==> src/rtl/pulse_run_controller.sv <==
// pulse_run_controller: run sequencer, double-buffered duration bank and delayed measurement strobe
module pulse_run_controller #(
    parameter int DUR_W       = 22,
    parameter int CNT_W       = 16,
    parameter int MEAS_DELAY  = 8,
    parameter int DEFAULT_DUR = 1000
) (
    input  logic                clk_in,
    input  logic                rst_in,
    input  logic                cfg_we,
    input  logic [3:0]          cfg_addr,
    input  logic [31:0]         cfg_wdata,
    input  logic                cfg_commit,
    input  logic                start,
    input  logic                abort,
    input  logic [CNT_W-1:0]    repeat_count,
    input  logic                seq_start,
    input  logic                meas_level,
    output logic                pg_enable,
    output logic [16*DUR_W-1:0] pg_dur_flat,
    output logic                busy,
    output logic                done,
    output logic                meas_strobe,
    output logic [CNT_W-1:0]    meas_count,
    output logic                meas_overrun
);
    typedef enum logic [1:0] {IDLE, ARM, RUN, DONE} state_t;
    localparam int DLY_W = $clog2(MEAS_DELAY + 2);

    state_t state_q, state_d;
    logic [DUR_W-1:0] shadow_q [16];
    logic [DUR_W-1:0] active_q [16];
    logic [DUR_W-1:0] wval;
    logic [CNT_W-1:0] rep_q, rep_d, seq_cnt_q, seq_cnt_d, meas_count_q, meas_count_d;
    logic [DLY_W-1:0] dly_q, dly_d;
    logic pending_q, pending_d, pg_enable_q, pg_enable_d, meas_prev_q;
    logic overrun_q, overrun_d, strobe_q, strobe_d;
    logic idle_like, start_ok, seq_last, copy, rise, fire;
    logic unused_wdata;

    assign unused_wdata = ^cfg_wdata[31:DUR_W];

    // State register
    always_ff @(posedge clk_in or posedge rst_in) begin
        if (rst_in) state_q <= IDLE;
        else        state_q <= state_d;
    end

    // Run sequencing: abort dominates, start only honoured from IDLE/DONE
    always_comb begin
        state_d = state_q;
        if (abort) state_d = IDLE;
        else begin
            case (state_q)
                IDLE:    state_d = start ? ARM : IDLE;
                ARM:     state_d = seq_start ? RUN : ARM;
                RUN:     state_d = seq_last ? DONE : RUN;
                DONE:    state_d = start ? ARM : IDLE;
                default: state_d = IDLE;
            endcase
        end
    end

    // Status outputs and active bank flattening
    always_comb begin
        busy         = state_q == ARM || state_q == RUN;
        done         = state_q == DONE;
        pg_enable    = pg_enable_q;
        meas_strobe  = strobe_q;
        meas_count   = meas_count_q;
        meas_overrun = overrun_q;
        pg_dur_flat  = '0;
        for (int k = 0; k < 16; k++) pg_dur_flat[k*DUR_W +: DUR_W] = active_q[k];
    end

    // Next-state for run counters, commit handshake and measurement delay line
    always_comb begin
        wval         = cfg_wdata[DUR_W-1:0] == '0 ? DUR_W'(1) : cfg_wdata[DUR_W-1:0];
        idle_like    = state_q == IDLE || state_q == DONE;
        start_ok     = start && !abort && idle_like;
        seq_last     = state_q == RUN && seq_start && rep_q != '0 && seq_cnt_q == rep_q;
        copy         = pending_q && (idle_like || seq_start);
        rise         = meas_level && !meas_prev_q && state_q == RUN;
        fire         = dly_q == DLY_W'(1) || (rise && dly_q == '0 && MEAS_DELAY == 0);
        pending_d    = cfg_commit || (pending_q && !copy);
        rep_d        = start_ok ? repeat_count : rep_q;
        seq_cnt_d    = start_ok ? '0 :
                       (state_q == ARM && seq_start) ? CNT_W'(1) :
                       (state_q == RUN && seq_start && !seq_last) ? seq_cnt_q + CNT_W'(1) : seq_cnt_q;
        pg_enable_d  = state_d == ARM || state_d == RUN;
        dly_d        = abort ? '0 :
                       (rise && dly_q == '0) ? DLY_W'(MEAS_DELAY) :
                       dly_q != '0 ? dly_q - DLY_W'(1) : dly_q;
        strobe_d     = fire && !abort;
        meas_count_d = start_ok ? '0 :
                       (strobe_d && meas_count_q != '1) ? meas_count_q + CNT_W'(1) : meas_count_q;
        overrun_d    = start_ok ? 1'b0 : overrun_q || (rise && dly_q != '0);
    end

    // Shadow bank takes host writes; active bank copies it when a commit is released
    always_ff @(posedge clk_in or posedge rst_in) begin
        if (rst_in) begin
            for (int k = 0; k < 16; k++) begin
                shadow_q[k] <= DUR_W'(DEFAULT_DUR);
                active_q[k] <= DUR_W'(DEFAULT_DUR);
            end
        end else begin
            if (cfg_we) shadow_q[cfg_addr] <= wval;
            if (copy) active_q <= shadow_q;
        end
    end

    // Control and measurement registers
    always_ff @(posedge clk_in or posedge rst_in) begin
        if (rst_in) begin
            pending_q    <= 1'b0;
            rep_q        <= '0;
            seq_cnt_q    <= '0;
            pg_enable_q  <= 1'b0;
            meas_prev_q  <= 1'b0;
            dly_q        <= '0;
            strobe_q     <= 1'b0;
            meas_count_q <= '0;
            overrun_q    <= 1'b0;
        end else begin
            pending_q    <= pending_d;
            rep_q        <= rep_d;
            seq_cnt_q    <= seq_cnt_d;
            pg_enable_q  <= pg_enable_d;
            meas_prev_q  <= meas_level;
            dly_q        <= dly_d;
            strobe_q     <= strobe_d;
            meas_count_q <= meas_count_d;
            overrun_q    <= overrun_d;
        end
    end
endmodule

==> config.mk <==
export PLATFORM = sky130hd
export DESIGN_NAME = pulse_run_controller
export DESIGN_NICKNAME = d
export VERILOG_FILES = /design/src/rtl/pulse_run_controller.sv
export SDC_FILE = /design/constraint.sdc
export NUM_CORES = 1
export LEC_CHECK = 0
export CORE_UTILIZATION = 54
export CTS_CLUSTER_DIAMETER = 80
export DETAILED_ROUTE_END_ITERATION = 7
export HOLD_SLACK_MARGIN = 0.02
export PLACE_DENSITY = 0.88
export SYNTH_ARGS = -nofsm -noshare
export SYNTH_HDL_FRONTEND = slang
export SYNTH_SLANG_ARGS = --single-unit
==> constraint.sdc <==
create_clock -name clk_in -period 34.5 [get_ports clk_in]
set_clock_uncertainty 0.15 [all_clocks]
set_input_delay 5.175 -clock clk_in [delete_from_list [all_inputs] [get_ports clk_in]]
set_output_delay 5.175 -clock clk_in [all_outputs]
set_load 0.005 [all_outputs]
Word level (Yosys, flattened, before mapping)
Index checks and enable logic that the tools add are counted.

word-level totals
  output and inout bits = 373
  memories = 0
  latch bits = 0
  word-level logic and storage cells = 109
  input port bits = 60
  bits in writable memories = 0
  memory bits (read-only) = 0
  flip-flop bits (word level) = 763

cells by class
  bitwise operators = 1
  magnitude comparators = 2
  equality and inequality tests = 8
  $mul = 0
  reductions and logical operators = 35
  shifts and indexed selects = 0
  mux-type cells = 18
  divide/modulo/power cells = 0
  add/sub/neg operators = 3

operators with widths
  cell                   count
  $bwmux 352             1
  $demux 22 s4           1
  $mux 16                5
  $mux 22                2
  $add 16x1->16 const B  2
  $logic_not 22->1       1
  $eq 16x16->1           1
  $logic_and 1x1->1      16
  $ne 16x16->1 const B   1
  $reduce_bool 16->1     1
  $mux 4                 3
  $eq 2x2->1 const B     3
  $logic_or 1x1->1       6
  $pmux 2 s3             1
  $reduce_bool 3->1      2
  $ge 5x5->1 const B     1
  $lt 5x1->1 const B     1
  $not 4->5              1
  $eq 2x1->1 const B     2
  $eq 4x1->1 const B     1
  $logic_not 1->1        4
  $logic_not 4->1        1
  $mux 2                 2
  $reduce_bool 4->1      1
  other kinds (5)        7

Longest topological paths before layout
Gate-level depths: netlist (run 1).

  depth after elaboration = 9
  mapped depth = 9
  mapped depth without buffers = 9

Worst setup path after synthesis (run 1)
No wires, ideal clock.

  path type = input to register
  start = input port seq_start
  end = register active_q, in the netlist pg_dur_flat[109]
  path slack = 27.662 ns
  buffers on the path = 4
  arrival = 6.563 ns
  required time = 34.225 ns
  library setup time = 0.125 ns
  cell stages on the path = 6
  cells stage by stage = buf_2 -> o21ai_0 -> clkbuf_1 -> clkbuf_1 -> buf_2 -> mux2_2

between the ends
  word-level cells in the longest chain between the ends = 2

ends and longest elaborated chain
  item                             line  source
  from (decl)                      17    input logic seq_start,
  $logic_or 1x1->1                 82    copy = pending_q && (idle_like || seq_start);
  $logic_and 1x1->1                82
  to (signal, indexed assignment)  105   active_q[k] <= DUR_W'(DEFAULT_DUR);
  to (signal assigned)             109   if (copy) active_q <= shadow_q;
  to (decl)                        32    logic [DUR_W-1:0] active_q [16];

No other way between the ends.
A chain may end at the register's enable or synchronous reset.

Worst setup path in the final report (run 1)
  start = input port seq_start
  end = register active_q, in the netlist pg_dur_flat[237]

The elaborated chain is that of the path after synthesis.

==> results.ini, run 1 <==
[run_status]
status=finished, final reports clean

[job]
maxCapViolCount=0

[cts]
ctsResizeCount=0
cts_buffer_depth=3
clock-root-buffer=clkbuf_16
cts_made_buffers=76
clkLatencyLatePin_ns=0.60
cts_tree=done
ctsHtreeMaxLevel=3
ctsHoldBuffers=0
clkSlewWorstSetupHoldPaths_ns=0.06
clock_sinks=763
postCtsSetupRepairBufs=0

[global_routing]
grt_antenna_before_repair=6
grt_pass1_wl_um=114500
grt_pass1_vias=18890
grt_max_degree=189
grt.overflow.total=0
grt_usage_pct=27.21

[yosys]
ys_seq_elements=763
synth_enable_flop_cells=0
yosys-top-cells-area=dfrtp_1 (48%), mux2_2 (27%), dfstp_2 (17%)
synth_area_sq_um=29460
async_flop_share_pct=100.0
seq_area_frac_synth_pct=65.62
postSynth.topFlopCell=dfrtp_1
synth_top_area_share_pct=48.50
netlist_instances=1865
yosysWarnings=0
avgSynthCellArea_sq_um=15.80
post_synth_num_cell_types=44
yosysTopAreaCell=dfrtp_1
synthesis.nets=1934

[critical_path]
criticalPathCategory=input port to register
crit_arrival_ns=9.21
cp_cell_sequence=clkdlybuf4s50_1 -> o21ai_4 -> buf_4 -> buf_4 -> buf_4 -> mux2_2
path_max_fanout=77
rr_worst_depth=7
cp-start-kind=input port
cp_slowest_cell=buf_4
cp-end-kind=register
cp_common_cell=buf_4
slowest_delay_ns=0.93
required_ns=34.83

[floorplan]
die_w_um=235.6
dieArea_sq_um=55500
num_io_pins=433
initial_core_util_pct=54.75
rows=85
die_h_um=235.6
design.core.area_sq_um=53810

[route]
drcViolationCount=0
num_vias=17360
wl_per_cell_um=24.34
drt_iter0_drc=950
drt-pass1-iter-count=5
routed_wirelength_um=74340
drtAntennaViolNets=0
detail_route.vias_per_cell=5.685

[timing]
period_needed_ns=8.882
fmax_ghz=0.1126
hold_violations=0
slew_viol_final=0
setup_viol=0
finalSetupTns_ns=0
post-route-period-util_pct=25.74
slew_headroom_pct=18.53
setup_slack_ns=25.62
worstMarginPinSlew_ns=1.213
rsz0062_at_grt=false

[power_and_ir_drop]
leakage_uw=0.01579
p_total_uw=2926
vdd_drop_max_mv=0.06551
powerDensity_nw_per_um2=78.93

[finish]
area_growth_pct=25.83
nNetsFinal=2366
drive_gt1_share_pct=45.95
fill_cells=3384

[place]
pre_cts_slack_ns=25.00
port-buffer-count=422
finalWeightedCongestion=0.8539
dp_hpwl_um=46930

[hold_path]
whs_path_depth=2
worstHoldPathType=register to register

==> synthesized netlist by cell type (4+ instances only) <==
cell type and instances:
a21oi_1 24, and2_1 4, and3_1 5, buf_1 7, buf_2 32, clkbuf_1 69, dfrtp_1 571, dfstp_2 192
ha_1 9, inv_1 9, mux2_2 704, nand2_1 32, nand2b_1 9, nand3_1 14, nand3b_1 4, nand4_1 11
nor2_1 54, nor3_1 9, nor4_1 11, o211ai_1 4, o21ai_0 8, o31ai_1 7, or4_1 13, xnor2_1 10
xor2_1 20
==> placed cells by master (no fill, tap or decap), drive strengths merged, types with 2 or more instances in the layout <==
master         count
inv                9
clkinv            15
xnor2             10
ha                 9
xor2              20
nand3b             4
a21oi             27
nor4              13
nand3             14
clkinvlp           4
nor2              54
o31ai              7
bufinv             7
o211ai             4
nor3               9
mux2i              3
clkdlybuf4s50    422
dfrtp            571
and4               2
nor3b              2
clkbuf           112
dfstp            192
a21o               2
and3               5
and2               4
nand2b             9
mux2             704
or3                3
nand2             32
or4               13
o21ai             10
a31oi              3
nand4             11
buf               43
a211oi             2
==> through the flow <==
step / cell area, sq um / util (%) / std cells / hold WS, ns
final: 37070 / 68.89 / 3054 / 0.3340
after global routing: 37070 / 68.89 / 3054 / 0.3608
after CTS: 37070 / 68.89 / 3053 / 0.3382
after detailed placement: 34470 / 64.05 / 2915 / 0.3230
after global placement: 34470 / 64.05 / 2915 / 0.3103
after floorplan: 29460 / - / 1865 / 0.2926
==> logic make-up (layout without fill, tap and decap cells) <==
| logic type | after synthesis | after routing | synth area share (%) |
|---|---|---|---|
| xor gates and xnor gates | 30 | 30 | 0.8918 |
| and+or+nand+nor | 177 | 177 | 3.109 |
| adders and majority gates | 9 | 9 | 0.3822 |
| buffers and inverters | 120 | 612 | 1.741 |
| AOI/OAI and AO/OA | 59 | 59 | 1.249 |
| DFF | 763 | 763 | 65.62 |
| other | 0 | 1 | 0 |
| muxes | 707 | 707 | 27.01 |
==> area by class of cell <==
class | count | area (sq um) | area share (%)
Multi-Input combinational cell | 982 | 9666 | 26.07
Inverter | 9 | 41.29 | 0.1114
Sequential cell | 763 | 19330 | 52.15
Clock buffer | 112 | 2270 | 6.122
Clock inverter | 26 | 330.3 | 0.8910
Tap cell | 696 | 870.8 | 2.349
Antenna cell | 1 | 2.502 | 0.006750
Timing Repair Buffer | 465 | 4559 | 12.30
==> final timing paths <==
check	from	to	slack [ns]
max	seq_start	pg_dur_flat[237]	25.62
min in group asynchronous	rst_in	shadow_q[298]	4.99
min reg2reg	shadow_q[66]	shadow_q[66]	0.33
max reg2reg	state_q[0]	pg_dur_flat[237]	29.99
min	shadow_q[66]	shadow_q[66]	0.33
max in group asynchronous	rst_in	shadow_q[86]	25.71
==> routing by layer <==
metal	GRT usage [%]	routed length (um)
met1	34.03	29810
met4	9.764	2498
met2	44.82	36670
met3	8.361	5316
met5	0	42
==> registers in the layout, indices dropped and copies added, names as in the netlist <==
name          count
dly_q             4
meas_count       16
meas_overrun      1
meas_prev_q       1
meas_strobe       1
pending_q         1
pg_dur_flat     352
pg_enable         1
rep_q            16
seq_cnt_q        16
shadow_q        352
state_q           2
==> worst max-delay path, delay by kind of cell <==
kind | cells | cell delay (ns)
mux | 1 | 0.43
buf+inv | 4 | 3.15
compound gates | 1 | 0.22
==> power by group <==
part | internal (uW) | switching (uW)
Clock | 509 | 344
Sequential | 1200 | 149
Combinational | 463 | 265
Total | 2170 | 757
(Power assumes the default switching activity.)
==> inputs of run 2 (changes only) <==
==> constraint.sdc (replaced) <==
create_clock -name clk_in -period 8.5 [get_ports clk_in]
set_clock_uncertainty 0.15 [all_clocks]
set_input_delay 1.275 -clock clk_in [delete_from_list [all_inputs] [get_ports clk_in]]
set_output_delay 1.275 -clock clk_in [all_outputs]
set_load 0.005 [all_outputs]
==> run 2 against run 1 <==
  * Sequential cell count unchanged
  * Sequential power increased to 4.0 times the previous value
  * First-iteration DRC count is 2.4% lower
  * Routed wire length is 0.19% lower
  * Global-route usage about the same
  * Combinational power increased to 4.1 times the previous value
  * Register-to-register slack got worse by 25 ns
  * Clock power increased to 3.9 times the previous value
  * Sequential share of layout area rose by 0.11 points
  * Non-clock buffer count decreased by 3
  * Cell count barely moved
  * Critical path type unchanged
==> results.ini, run 2 (synthesized netlist as in run 1, its figures left out) <==
[run_status]
status=finished, final reports clean

[hold_path]
worstHoldPathType=register to register

[floorplan]
design.core.area_sq_um=53810
die_w_um=235.6
num_io_pins=433
rows=85
dieArea_sq_um=55500
die_h_um=235.6
initial_core_util_pct=54.75

[route]
drt_iter0_drc=927
wl_per_cell_um=24.30
detail_route.vias_per_cell=5.671
routed_wirelength_um=74200
num_vias=17310
drtAntennaViolNets=0
drcViolationCount=0
drt-pass1-iter-count=6

[cts]
cts_made_buffers=77
clkSlewWorstSetupHoldPaths_ns=0.06
ctsHoldBuffers=0
clock-root-buffer=clkbuf_16
ctsResizeCount=0
postCtsSetupRepairBufs=0
cts_tree=done
cts_buffer_depth=3
ctsHtreeMaxLevel=3
clkLatencyLatePin_ns=0.60
clock_sinks=763

[critical_path]
criticalPathCategory=input port to register
path_max_fanout=17
cp-end-kind=register
cp-start-kind=input port
crit_arrival_ns=3.99
required_ns=8.78

[timing]
worstMarginPinSlew_ns=1.197
setup_viol=0
setup_slack_ns=4.786
slew_headroom_pct=19.62
hold_violations=0
period_needed_ns=3.714
rsz0062_at_grt=false
fmax_ghz=0.2692
post-route-period-util_pct=43.70
slew_viol_final=0

[job]
maxCapViolCount=0

[power_and_ir_drop]
vdd_drop_max_mv=0.2180
leakage_uw=0.01570
powerDensity_nw_per_um2=317.8

[global_routing]
use_met2_pct=44.73
grt_usage_pct=27.22
top_usage_layer=met2
grt_pass1_wl_um=114800
grt_antenna_before_repair=3
grt_util_met3_pct=7.751
use_met1_pct=34.02
grt_pass1_vias=18720
grt_max_degree=210
grt.overflow.total=0

[place]
dp_hpwl_um=47160
dpl.cell_count=2912
port-buffer-count=422
finalWeightedCongestion=0.8860
pre_cts_slack_ns=4.246

[finish]
mostFrequentLayoutCells=mux2_2 (704), dfrtp_1 (571), clkdlybuf4s50_1 (422), dfstp_2 (192), clkbuf_16 (79)
area_growth_pct=25.56
mostFrequentLayoutCell=mux2_2
nNetsFinal=2364
final_cells=3053
drive_gt1_share_pct=45.33

run 2: changes by cell type in the layout (fill, tap and decap cells not counted), moves of 3 or more:
cell,previous run,this run
bufinv_16,7,3
buf_12,1,6
buf_4,42,34
clkbuf_1,15,28
clkinvlp_4,4,8
clkinv_2,13,5
clkbuf_8,19,16
run 2: final timing paths:
path                               startpoint          endpoint  slack [ns]  cells after the start
worst max-delay path             cfg_wdata[1]     shadow_q[286]        4.79                      6
worst min-delay path            shadow_q[242]     shadow_q[242]        0.33                      2
worst max register to register     state_q[0]  pg_dur_flat[305]        5.41                      5
worst min register to register  shadow_q[242]     shadow_q[242]        0.33                      2
max in group asynchronous              rst_in     shadow_q[202]        5.45                      4
min in group asynchronous              rst_in      shadow_q[58]        0.88                      2
run 2: report_power, final:
group | leakage, uW | internal (uW) | switching (uW) | total [uW]
sequential | 0.00906 | 4860 | 607 | 5460
combinational | 0.00545 | 1880 | 1080 | 2970
clock | 0.00119 | 1950 | 1380 | 3330
total | 0.0157 | 8690 | 3070 | 11800
run 2: metal layers:
layer	wire length [um]	vias to the layer above	part of all wire, %
li1	-	7456	-
met1	29640	9179	40
met2	36660	526	49
met3	5221	150	7.0
met4	2662	2	3.6
met5	10	-	0.013
run 2: cell type report:
type | count | area [sq um]
inverters | 9 | 37.54
diodes | 1 | 2.502
repair buffers | 462 | 4599
flip-flops and latches | 763 | 19330
clock buffers | 123 | 2302
multi-input cells | 982 | 9669
clock inverters | 17 | 180.2
fillers | 3385 | 16820
well taps | 696 | 870.8
run 2: per-stage QoR:
stage	utilization, %	instance area [sq um]	hold slack, ns	power [uW]	TNS (ns)
floorplan	-	29470	0.2926	6614	-1903.14
global placement	64.13	34510	0.3079	8240	0
detailed placement	64.13	34510	0.3198	8436	0
CTS	68.74	36990	0.3350	11830	0
global route	68.75	37000	0.3579	12250	0
finish	68.75	37000	0.3324	11760	0
run 2: worst max-delay path: stages:
cell             delay [ns]
clkdlybuf4s50_1        1.22
nor4_1                 0.20
nand4_1                0.15
nor4_1                 0.06
nor2_2                 0.81
o21ai_0                0.25
==> inputs of run 3 (changes only) <==
==> constraint.sdc (replaced) <==
create_clock -name clk_in -period 3.8 [get_ports clk_in]
set_clock_uncertainty 0.15 [all_clocks]
set_input_delay 0.57 -clock clk_in [delete_from_list [all_inputs] [get_ports clk_in]]
set_output_delay 0.57 -clock clk_in [all_outputs]
set_load 0.005 [all_outputs]
==> run 3 against run 2 <==
  * Die area did not move
  * Cell area increased by 1.4%
  * First-iteration DRC count is 9.0% higher
  * Largest cell class unchanged
  * Utilization rose by 0.94 points
  * Global-route usage rose by 0.20 points
  * Sequential cell count unchanged
  * Register-to-register slack got worse by 4.3 ns
  * Critical path depth is 2 lower
==> results.ini, run 3 (synthesized netlist as in run 1, its figures left out) <==
[run_status]
status=finished, final reports clean

[cts]
cts_tree=done
cts_buffer_depth=3
cts_made_buffers=78
clkLatencyLatePin_ns=0.63
ctsHoldBuffers=0
clock_sinks=763
postCtsSetupRepairBufs=0
ctsResizeCount=0
ctsHtreeMaxLevel=3
clock-root-buffer=clkbuf_16
clkSlewWorstSetupHoldPaths_ns=0.06

[route]
num_vias=17590
drt-pass1-iter-count=5
routed_wirelength_um=75530
drcViolationCount=0
drtAntennaViolNets=0
detail_route.vias_per_cell=5.685
drt_iter0_drc=1010
wl_per_cell_um=24.41

[timing]
hold_violations=0
post-route-period-util_pct=72.88
hold_slack_ns=0.2833
period_needed_ns=2.769
setup_viol=0
slew_viol_final=0
setup_slack_ns=1.031
worstMarginPinSlew_ns=1.212
slew_headroom_pct=19.11
fmax_ghz=0.3611
rsz0062_at_grt=false

[power_and_ir_drop]
vdd_drop_max_mv=0.5852
leakage_uw=0.01601
powerDensity_nw_per_um2=712.4
p_total_uw=26710

[floorplan]
rows=85
num_io_pins=433
initial_core_util_pct=54.75
design.core.area_sq_um=53810
die_h_um=235.6
dieArea_sq_um=55500
die_w_um=235.6

[global_routing]
grt_pass1_vias=19200
grt_usage_pct=27.42
grt_pass1_wl_um=115100
grt_antenna_before_repair=1
use_met2_pct=45.14
grt_util_met3_pct=8.185
top_usage_layer=met2
use_met1_pct=33.96
grt.overflow.total=0
grt_max_degree=95

[critical_path]
cp-start-kind=register
rr_worst_depth=6
path_max_fanout=5
criticalPathCategory=register to output port
cp-end-kind=output port
crit_arrival_ns=2.05
required_ns=3.08

[place]
pre_cts_slack_ns=0.5128
dpl.cell_count=2947
finalWeightedCongestion=0.8935
port-buffer-count=422
dp_hpwl_um=49390

[finish]
final_cells=3094
drive_gt1_share_pct=46.74
mostFrequentLayoutCells=mux2_2 (704), dfrtp_1 (571), clkdlybuf4s50_1 (422), dfstp_2 (192), clkbuf_16 (78)
mostFrequentLayoutCell=mux2_2
nNetsFinal=2400
area_growth_pct=27.28
fill_cells=3307

[hold_path]
worstHoldPathType=input port to asynchronous set/reset pin

[job]
maxCapViolCount=0

run 3: cell types whose count changed in the layout (fill, tap and decap cells not counted), sizes merged:
cell      previous run  this run
buf                 40        75
bufinv               3         6
clkbuf             123       110
clkinv               6        20
clkinvlp             8         5
diode                1         2
inv                  9        13
run 3: layout make-up:
| cell class | count | area, sq um | share of cell area (%) |
|---|---|---|---|
| sequential | 763 | 19330 | 51.56 |
| multi-input combinational | 982 | 9669 | 25.78 |
| timing repair buffer | 497 | 4962 | 13.23 |
| clock buffer | 110 | 2222 | 5.926 |
| tap | 696 | 870.8 | 2.322 |
| clock inverter | 35 | 399.1 | 1.064 |
| inverter | 9 | 37.54 | 0.1001 |
| antenna | 2 | 5.005 | 0.01335 |
run 3: layer usage:
metal | up-vias | share of wire (%)
met2 | 572 | 49
met1 | 9339 | 39
met3 | 162 | 7.4
li1 | 7514 | -
met5 | - | 0.017
met4 | 2 | 4.0
run 3: report_power, final:
part | total, uW | internal (uW) | switching (uW)
clock network | 7770 | 4530 | 3240
logic | 6640 | 4250 | 2390
registers | 12300 | 10900 | 1430
total | 26700 | 19700 | 7060
run 3: per-stage QoR:
step	setup TNS (ns)	utilization, %	instance area [sq um]
CTS	0	69.67	37490
global route	0	69.67	37490
finish	0	69.68	37500
detailed placement	0	64.80	34870
floorplan	-4951.32	-	29470
global placement	0	64.80	34870
run 3: worst paths after layout:
| kind | slack [ns] | from | endpoint |
|---|---|---|---|
| max in group asynchronous | 2.12 | rst_in | pg_dur_flat[27] |
| min in group clk_in | 0.33 | shadow_q[242] | shadow_q[242] |
| min | 0.28 | rst_in | shadow_q[82] |
| max | 1.03 | state_q[0] | busy |
| max reg2reg | 1.15 | state_q[0] | pg_dur_flat[279] |
| min reg2reg | 0.33 | shadow_q[242] | shadow_q[242] |
run 3: worst max-delay path: stages (launching register included):
cell	delay, ns
dfrtp_1	0.39
inv_1	0.06
ha_1	0.39
inv_1	0.09
clkdlybuf4s50_1	0.50
